===== src/rtl/multicycle_seq_ctrl.sv =====
// multicycle_seq_ctrl: FETCH/EXEC/MEM/WB sequencer with mem handshake, timeout, halt and counters
module multicycle_seq_ctrl #(
  parameter int XLEN        = 32,
  parameter int CNT_W       = 32,
  parameter int MEM_TIMEOUT = 255
) (
  input  logic             clk,
  input  logic             rst_n,
  input  logic             instr_valid,
  input  logic             dec_reg_write,
  input  logic             dec_mem_read,
  input  logic             dec_mem_write,
  input  logic             dec_mem_to_reg,
  input  logic             dec_jump,
  input  logic [4:0]       dec_rd,
  input  logic [2:0]       dec_funct3,
  input  logic [XLEN-1:0]  alu_result,
  input  logic [XLEN-1:0]  rs2_data,
  input  logic [XLEN-1:0]  pc_plus4,
  input  logic [XLEN-1:0]  next_pc,
  output logic             mem_req,
  output logic             mem_we,
  output logic [XLEN-1:0]  mem_addr,
  output logic [XLEN-1:0]  mem_wdata,
  output logic [2:0]       mem_funct3,
  input  logic             mem_ack,
  input  logic [XLEN-1:0]  mem_rdata,
  output logic             wb_reg_write,
  output logic [4:0]       wb_rd,
  output logic [XLEN-1:0]  wb_data,
  output logic             pc_write,
  output logic [XLEN-1:0]  pc_next,
  input  logic             halt_req,
  output logic             halted,
  output logic             mem_err,
  output logic [CNT_W-1:0] cycle_cnt,
  output logic [CNT_W-1:0] instret_cnt,
  output logic [2:0]       state
);
  localparam int TW = $clog2(MEM_TIMEOUT + 1);
  typedef enum logic [2:0] {FETCH = 3'd0, EXEC = 3'd1, MEM = 3'd2, WB = 3'd3, HALT = 3'd4, ERR = 3'd5} state_t;
  state_t state_q, state_d;
  logic [TW-1:0] tmo_q, tmo_d;
  logic rw_q, rw_d, m2r_q, m2r_d, jmp_q, jmp_d;
  logic [4:0] rd_q, rd_d;
  logic [XLEN-1:0] alu_q, alu_d, pc4_q, pc4_d, npc_q, npc_d, rdata_q, rdata_d;
  logic mem_req_q, mem_req_d, mem_we_q, mem_we_d;
  logic [XLEN-1:0] mem_addr_q, mem_addr_d, mem_wdata_q, mem_wdata_d;
  logic [2:0] mem_f3_q, mem_f3_d;
  logic wb_we_q, wb_we_d, pc_write_q, pc_write_d;
  logic [4:0] wb_rd_q, wb_rd_d;
  logic [XLEN-1:0] wb_data_q, wb_data_d, pc_next_q, pc_next_d;
  logic halted_q, halted_d, mem_err_q, mem_err_d;
  logic [CNT_W-1:0] cyc_q, cyc_d, ret_q, ret_d;
  always_comb begin
    state_d     = state_q;
    tmo_d       = tmo_q;
    rw_d        = rw_q;
    m2r_d       = m2r_q;
    jmp_d       = jmp_q;
    rd_d        = rd_q;
    alu_d       = alu_q;
    pc4_d       = pc4_q;
    npc_d       = npc_q;
    rdata_d     = rdata_q;
    mem_req_d   = mem_req_q;
    mem_we_d    = mem_we_q;
    mem_addr_d  = mem_addr_q;
    mem_wdata_d = mem_wdata_q;
    mem_f3_d    = mem_f3_q;
    wb_we_d     = 1'b0;
    pc_write_d  = 1'b0;
    wb_rd_d     = wb_rd_q;
    wb_data_d   = wb_data_q;
    pc_next_d   = pc_next_q;
    halted_d    = halted_q;
    mem_err_d   = mem_err_q;
    ret_d       = ret_q;
    cyc_d       = cyc_q + CNT_W'(1);
    case (state_q)
      FETCH: begin
        if (halt_req) begin
          state_d  = HALT;
          halted_d = 1'b1;
        end else if (instr_valid) begin
          state_d = EXEC;
        end
      end
      EXEC: begin
        rw_d  = dec_reg_write & ~dec_mem_write;
        m2r_d = dec_mem_to_reg;
        jmp_d = dec_jump;
        rd_d  = dec_rd;
        alu_d = alu_result;
        pc4_d = pc_plus4;
        npc_d = next_pc;
        if (dec_mem_read | dec_mem_write) begin
          state_d     = MEM;
          tmo_d       = '0;
          mem_req_d   = 1'b1;
          mem_we_d    = dec_mem_write;
          mem_addr_d  = alu_result;
          mem_wdata_d = rs2_data;
          mem_f3_d    = dec_funct3;
        end else begin
          state_d    = WB;
          wb_we_d    = dec_reg_write && dec_rd != 5'd0;
          wb_rd_d    = dec_rd;
          wb_data_d  = dec_jump ? pc_plus4 : dec_mem_to_reg ? rdata_q : alu_result;
          pc_write_d = 1'b1;
          pc_next_d  = next_pc;
          ret_d      = ret_q + CNT_W'(1);
        end
      end
      MEM: begin
        tmo_d = tmo_q + TW'(1);
        if (mem_ack) begin
          state_d    = WB;
          tmo_d      = '0;
          rdata_d    = mem_rdata;
          mem_req_d  = 1'b0;
          wb_we_d    = rw_q && rd_q != 5'd0;
          wb_rd_d    = rd_q;
          wb_data_d  = jmp_q ? pc4_q : m2r_q ? mem_rdata : alu_q;
          pc_write_d = 1'b1;
          pc_next_d  = npc_q;
          ret_d      = ret_q + CNT_W'(1);
        end else if (tmo_q == TW'(MEM_TIMEOUT - 1)) begin
          state_d   = ERR;
          mem_req_d = 1'b0;
          mem_err_d = 1'b1;
        end
      end
      WB: state_d = FETCH;
      HALT: begin
        if (!halt_req) begin
          state_d  = FETCH;
          halted_d = 1'b0;
        end
      end
      default: state_d = ERR;
    endcase
  end
  always_ff @(posedge clk or negedge rst_n) begin
    if (!rst_n) begin
      state_q     <= FETCH;
      tmo_q       <= '0;
      rw_q        <= 1'b0;
      m2r_q       <= 1'b0;
      jmp_q       <= 1'b0;
      rd_q        <= '0;
      alu_q       <= '0;
      pc4_q       <= '0;
      npc_q       <= '0;
      rdata_q     <= '0;
      mem_req_q   <= 1'b0;
      mem_we_q    <= 1'b0;
      mem_addr_q  <= '0;
      mem_wdata_q <= '0;
      mem_f3_q    <= '0;
      wb_we_q     <= 1'b0;
      wb_rd_q     <= '0;
      wb_data_q   <= '0;
      pc_write_q  <= 1'b0;
      pc_next_q   <= '0;
      halted_q    <= 1'b0;
      mem_err_q   <= 1'b0;
      cyc_q       <= '0;
      ret_q       <= '0;
    end else begin
      state_q     <= state_d;
      tmo_q       <= tmo_d;
      rw_q        <= rw_d;
      m2r_q       <= m2r_d;
      jmp_q       <= jmp_d;
      rd_q        <= rd_d;
      alu_q       <= alu_d;
      pc4_q       <= pc4_d;
      npc_q       <= npc_d;
      rdata_q     <= rdata_d;
      mem_req_q   <= mem_req_d;
      mem_we_q    <= mem_we_d;
      mem_addr_q  <= mem_addr_d;
      mem_wdata_q <= mem_wdata_d;
      mem_f3_q    <= mem_f3_d;
      wb_we_q     <= wb_we_d;
      wb_rd_q     <= wb_rd_d;
      wb_data_q   <= wb_data_d;
      pc_write_q  <= pc_write_d;
      pc_next_q   <= pc_next_d;
      halted_q    <= halted_d;
      mem_err_q   <= mem_err_d;
      cyc_q       <= cyc_d;
      ret_q       <= ret_d;
    end
  end
  assign mem_req      = mem_req_q;
  assign mem_we       = mem_we_q;
  assign mem_addr     = mem_addr_q;
  assign mem_wdata    = mem_wdata_q;
  assign mem_funct3   = mem_f3_q;
  assign wb_reg_write = wb_we_q;
  assign wb_rd        = wb_rd_q;
  assign wb_data      = wb_data_q;
  assign pc_write     = pc_write_q;
  assign pc_next      = pc_next_q;
  assign halted       = halted_q;
  assign mem_err      = mem_err_q;
  assign cycle_cnt    = cyc_q;
  assign instret_cnt  = ret_q;
  assign state        = state_q;
endmodule


===== config.mk =====
export PLATFORM = sky130hd
export DESIGN_NAME = multicycle_seq_ctrl
export DESIGN_NICKNAME = d
export VERILOG_FILES = /design/src/rtl/multicycle_seq_ctrl.sv
export SDC_FILE = /design/constraint.sdc
export NUM_CORES = 1
export LEC_CHECK = 0
export BUFFER_PORTS_ARGS = -buffer_cell sky130_fd_sc_hd__buf_2
export CORE_UTILIZATION = 54
export CTS_CLUSTER_SIZE = 10
export DETAILED_ROUTE_END_ITERATION = 10
export PLACE_DENSITY = 0.92
export REMOVE_ABC_BUFFERS = 1
export SLEW_MARGIN = 15
export SYNTH_ARGS = -nofsm -noshare
export SYNTH_HDL_FRONTEND = slang
export SYNTH_SLANG_ARGS = --single-unit

===== constraint.sdc =====
create_clock -name clk -period 2.7 [get_ports clk]
set_input_delay 0.54 -clock clk [delete_from_list [all_inputs] [get_ports clk]]
set_output_delay 0.54 -clock clk [all_outputs]
set_load 0.02 [all_outputs]

-- Yosys cells after proc, flatten, opt, wreduce, memory -nomap -nowiden
Index checks and enable logic that the tools add are counted.
Widths: inputs -> output; s select.
- input bits: 178
- output and inout bits: 209
- logic and storage cells: 97
- register bits: 353
- reductions and logical operators: 15
- equality and inequality tests: 12
- add/sub/neg operators: 3
- muxes and demuxes: 39
- bitwise gates (word level): 4
- operators by type and width (cell ; number):
    $mux 32 ; 10
    $pmux 32 s2 ; 3
    $add 32x1->32 const B ; 2
    $mux 8 ; 2
    $pmux 8 s2 ; 1
    $mux 3 ; 5
    $pmux 3 s5 ; 1
    $reduce_and 3->1 ; 5
    $mux 1 ; 10
    $mux 5 ; 2
    $ne 2x2->1 const B ; 5
    $pmux 5 s2 ; 1
    $reduce_bool 5->1 ; 2
    $add 8x1->8 const B ; 1
    $eq 8x8->1 const B ; 1
    $pmux 1 s2 ; 4
    $eq 3x2->1 const B ; 2
    $ne 3x3->1 const B ; 2
    $reduce_and 2->1 ; 3
    $reduce_bool 2->1 ; 2
    $eq 3x1->1 const B ; 1
    $eq 3x3->1 const B ; 1
    $logic_not 3->1 ; 1
    $logic_and 1x1->1 ; 2
    3 further kinds ; 4

-- Longest topological paths before layout
- depth after elaboration: 4
- gate-level depth with buffers: 8
- mapped depth without buffers: 6

-- Worst setup path after synthesis
OpenSTA, ideal clock, no wires.
- path kind: register to register
- start point: reg state_q[1], in the netlist state[1]
- end point: reg ret_q[27], in the netlist instret_cnt[27]
- cell stages (with the launch flop): 7
- setup slack: 549 ps
- library setup time: 129 ps
- data arrival time: 2022 ps
- clock period less this slack: 2151 ps
- required time: 2571 ps
- cells stage by stage: dfrtp_1 buf_6 or4b_4 a2111oi_4 buf_6 nand4_1 xnor2_1
- cells in the longest elaborated chain, start to end: 3
- ends and longest elaborated chain (element ; line ; RTL):
    from (decl) ; 42 ; state_t state_q, state_d;
    from (signal assigned) ; 171 ; state_q <= state_d;
    $eq 3x1->1 or $eq 3x2->1 (tied branches) ; 80 ; case (state_q)
    $ne 2x2->1 (no source line) or $reduce_bool 2->1 (tied branches) ; n/a ;
    $reduce_and 3->1 (no source line) ; n/a ;
    to (signal assigned) ; 194 ; ret_q <= ret_d;
    to (decl) ; 54 ; logic [CNT_W-1:0] cyc_q, cyc_d, ret_q, ret_d;
Parallel ways exist; a longest one is shown, timed or not.
A chain may end at the register's enable or synchronous reset.

-- Worst setup path after layout
- start point: reg state_q[0], in the netlist state[0]
- end point: reg pc_next_q[23], in the netlist pc_next[23]
- cells in the longest elaborated chain, start to end: 3
- ends and longest elaborated chain (element ; line ; RTL):
    $eq 3x1->1 or $eq 3x2->1 (tied branches) ; 80 ;
    $ne 2x2->1 (no source line) or $reduce_bool 2->1 (tied branches) ; n/a ;
    $reduce_and 3->1 (no source line) ; n/a ;
    to (signal assigned) ; 190 ; pc_next_q <= pc_next_d;
    to (decl) ; 52 ; logic [XLEN-1:0] wb_data_q, wb_data_d, pc_next_q, pc_next_d;
Parallel ways exist; a longest one is shown, timed or not.

==> results_dict.tcl <==
set metrics [dict create \
    mapped_cell_area_um2 15700 \
    die_area_um2 29800 \
    timing.clock.skew_ps 11.7 \
    vdd_ir_drop_max_mv 0.876 \
    design_power_total_mw 21.5 \
    detail_route.vias_per_cell 5.86 \
    grt_setup_unrepaired "false" \
    die-height_um 173 \
    detail_route.iter0.violations 726 \
    synth_seq_cells 353 \
    top_reg_cell_synth "sky130_fd_sc_hd__dfrtp_1" \
    stdcell_area_um2 19300 \
    gp_congestion 0.839 \
    p_clk_share_pct 22.4 \
    cts-resized-gates 0 \
    row_count 62 \
    firstDrtPassIters 4 \
    status "completed" \
    io_buffer_count 386 \
    global_route_wire_length_before_repair_um 67300 \
    clock_sinks 353 \
    clkLatencyLatePin_ps 520 \
    crit_path_max_fanout 73 \
    timing_worst_slew_pin_value_ps 673 \
    seq_area_frac_synth_pct 56.2 \
    power_switching_share_pct 35.3 \
    pwr_density_cell_nw_per_um2 1110 \
    synth.yosys.warnings 0 \
    timing.hold.worst.class "in2reg" \
    routed_wl_per_cell_um 20.7 \
    cp_data_required_time_ps 3050 \
    cts_buffers 41 \
    fin_nets 1790 \
    coreArea_um2 28700 \
    setup_viol 0 \
    cts.path.max_buffers 3 \
    worst-setup-path-type "reg2reg" \
    area_growth_pct 23.0 \
    routed_wl_um 41700 \
    kind_of_launch_point_of_the_worst_setup_path "flip-flop" \
    setup_slack_ps 421 \
    dpl_wire_length_um 27700 \
    ant_nets 0 \
    layout.cells.most_common "sky130_fd_sc_hd__buf_2" \
    gr-total-overflow 0 \
    number_of_flops_mapped_to_enable_cells_by_yosys 0 \
    grtUsageTotal_pct 28.1 \
    floorplan.die.width_um 173 \
    grt_pass1_vias 12744 \
    max_slew_margin_pct 55.2 \
    antenna_found_initial 10 \
    largest_net_degree_at_the_start_of_global_routing 74 \
    drv.max_cap_violation_count 0 \
    final-hold-violation-count 0 \
    cp_data_arrival_time_ps 2630 \
    power.switching_mw 7.57 \
    cell_internal_pwr_mw 13.9 \
    post_route_cells_drive_above_1_share_pct 43.8 \
    dpl_worst_slack_ps 317 \
    synth.avg_cell_area_um2 12.7 \
    library_cells_used_by_synthesis 48 \
    flop_pwr_share_pct 40.3 \
    most-common-layout-cells "sky130_fd_sc_hd__buf_2, sky130_fd_sc_hd__dfrtp_1, sky130_fd_sc_hd__mux2_2, sky130_fd_sc_hd__o21ai_0, sky130_fd_sc_hd__mux2i_1" \
    num_vias 11776 \
    hold_slack_ps 254 \
    async_flop_share_pct 100 \
    design.portCount 387 \
    setup_total_negative_slack_ps 0 \
    placed_area_um2 18200 \
    post-route-drc-count 0 \
    cts_max_level 2 \
    clk_pin_slew_ps 60 \
    floorplan.initialDensity_pct 54.7 \
    max_clock_freq_mhz 439 \
    finalMaxSlewViolations 0 \
    power_leakage_nw 8.85 \
    endpoint_kind "flip-flop" \
    finalCritPeriodShare_pct 84.4 \
    p_comb_share_pct 37.3 \
    post-route-min-period_ps 2280 \
    post_synth_inst_count 1235 \
    tritoncts "built" \
    clock-root-buffer "sky130_fd_sc_hd__clkbuf_16" \
]
[worst max-delay path: stages (launching register included)]
cell and delay (ps):
sky130_fd_sc_hd__dfrtp_1 550, sky130_fd_sc_hd__or4b_4 580, sky130_fd_sc_hd__a21o_2 310, sky130_fd_sc_hd__buf_4 350, sky130_fd_sc_hd__nand2_1 160, sky130_fd_sc_hd__o21ai_0 130
[cell type report]
class	instances	area, um^2
repair buffers	413	2350
clock inverters	1	8.76
well taps	384	480
flip-flops and latches	353	8830
diodes	10	25.0
fillers	2022	9370
multi-input cells	789	6490
clock buffers	49	1110
inverters	10	37.5
[power groups by stage]
stage / combinational [mW] / sequential, mW / clock (mW)
4_1_cts: 8.07 / 8.62 / 4.90
2_1_floorplan: 3.51 / 9.87 / 0
3_5_place_dp: 8.00 / 8.66 / 0
6_report: 8.01 / 8.65 / 4.82
3_3_place_gp: 7.70 / 8.48 / 0
5_1_grt: 8.58 / 8.88 / 5.10
[routing by layer]
metal / vias to the layer above / track usage [%] / part of all wire (%) / wire (um)
met5: - / 0 / 0.031 / 13
met4: 2 / 12.4 / 3.6 / 1520
met3: 113 / 6.60 / 6.9 / 2870
met2: 469 / 47.3 / 50 / 21000
met1: 5972 / 34.4 / 39 / 16200
li1: 5220 / - / - / -
[Yosys cell counts, types with 18 or more instances]
cell,n,area share [%]
sky130_fd_sc_hd__clkbuf_1,46,1.1
sky130_fd_sc_hd__buf_2,27,0.86
sky130_fd_sc_hd__o221ai_1,32,1.8
sky130_fd_sc_hd__mux2_2,234,17
sky130_fd_sc_hd__a211oi_1,34,1.6
sky130_fd_sc_hd__nand2_1,65,1.6
sky130_fd_sc_hd__o21ai_0,88,2.8
sky130_fd_sc_hd__o21a_1,32,1.5
sky130_fd_sc_hd__nand3_1,29,0.92
sky130_fd_sc_hd__xor2_1,19,1.1
sky130_fd_sc_hd__mux2i_1,69,4.4
sky130_fd_sc_hd__dfrtp_1,353,56
sky130_fd_sc_hd__xnor2_1,42,2.3
sky130_fd_sc_hd__nor2b_1,33,1.3
sky130_fd_sc_hd__nand4_1,18,0.72
[logic make-up after synthesis]
group | after synthesis | share of synthesized area, %
buf+inv | 93 | 2.68
mux | 303 | 21.2
simple gates | 218 | 7.50
compound gates | 203 | 8.72
xor+xnor | 61 | 3.40
flops | 353 | 56.2
fa+ha+maj | 4 | 0.319
[path summary, 6_finish.rpt]
| check | startpoint | end | slack, ps | depth (start not counted) |
|---|---|---|---|---|
| setup / recovery | state[0] | pc_next[23] | 420 | 5 |
| hold / removal | rs2_data[21] | mem_wdata[21] | 250 | 2 |
| setup reg to reg | state[0] | pc_next[23] | 420 | 5 |
| hold reg to reg | cycle_cnt[31] | cycle_cnt[31] | 470 | 1 |
| max in group asynchronous | rst_n | rdata_q[21] | 1320 | 3 |
| min in group asynchronous | rst_n | mem_addr[26] | 580 | 2 |
[repair_timing]
action                                 4_1_cts  5_1_grt
hold buffers                                 1        0
buffers inserted                             0        0
endpoints found under the hold margin       43        0
[metrics by stage]
| step | std cells | util (%) |
|---|---|---|
| final | 2009 | 67.3 |
| after CTS | 1999 | 67.3 |
| after floorplan | 1152 | - |
| after global placement | 1948 | 63.3 |
| after global routing | 2008 | 67.3 |
| after detailed placement | 1948 | 63.3 |
Power figures use the tool's default switching activity.
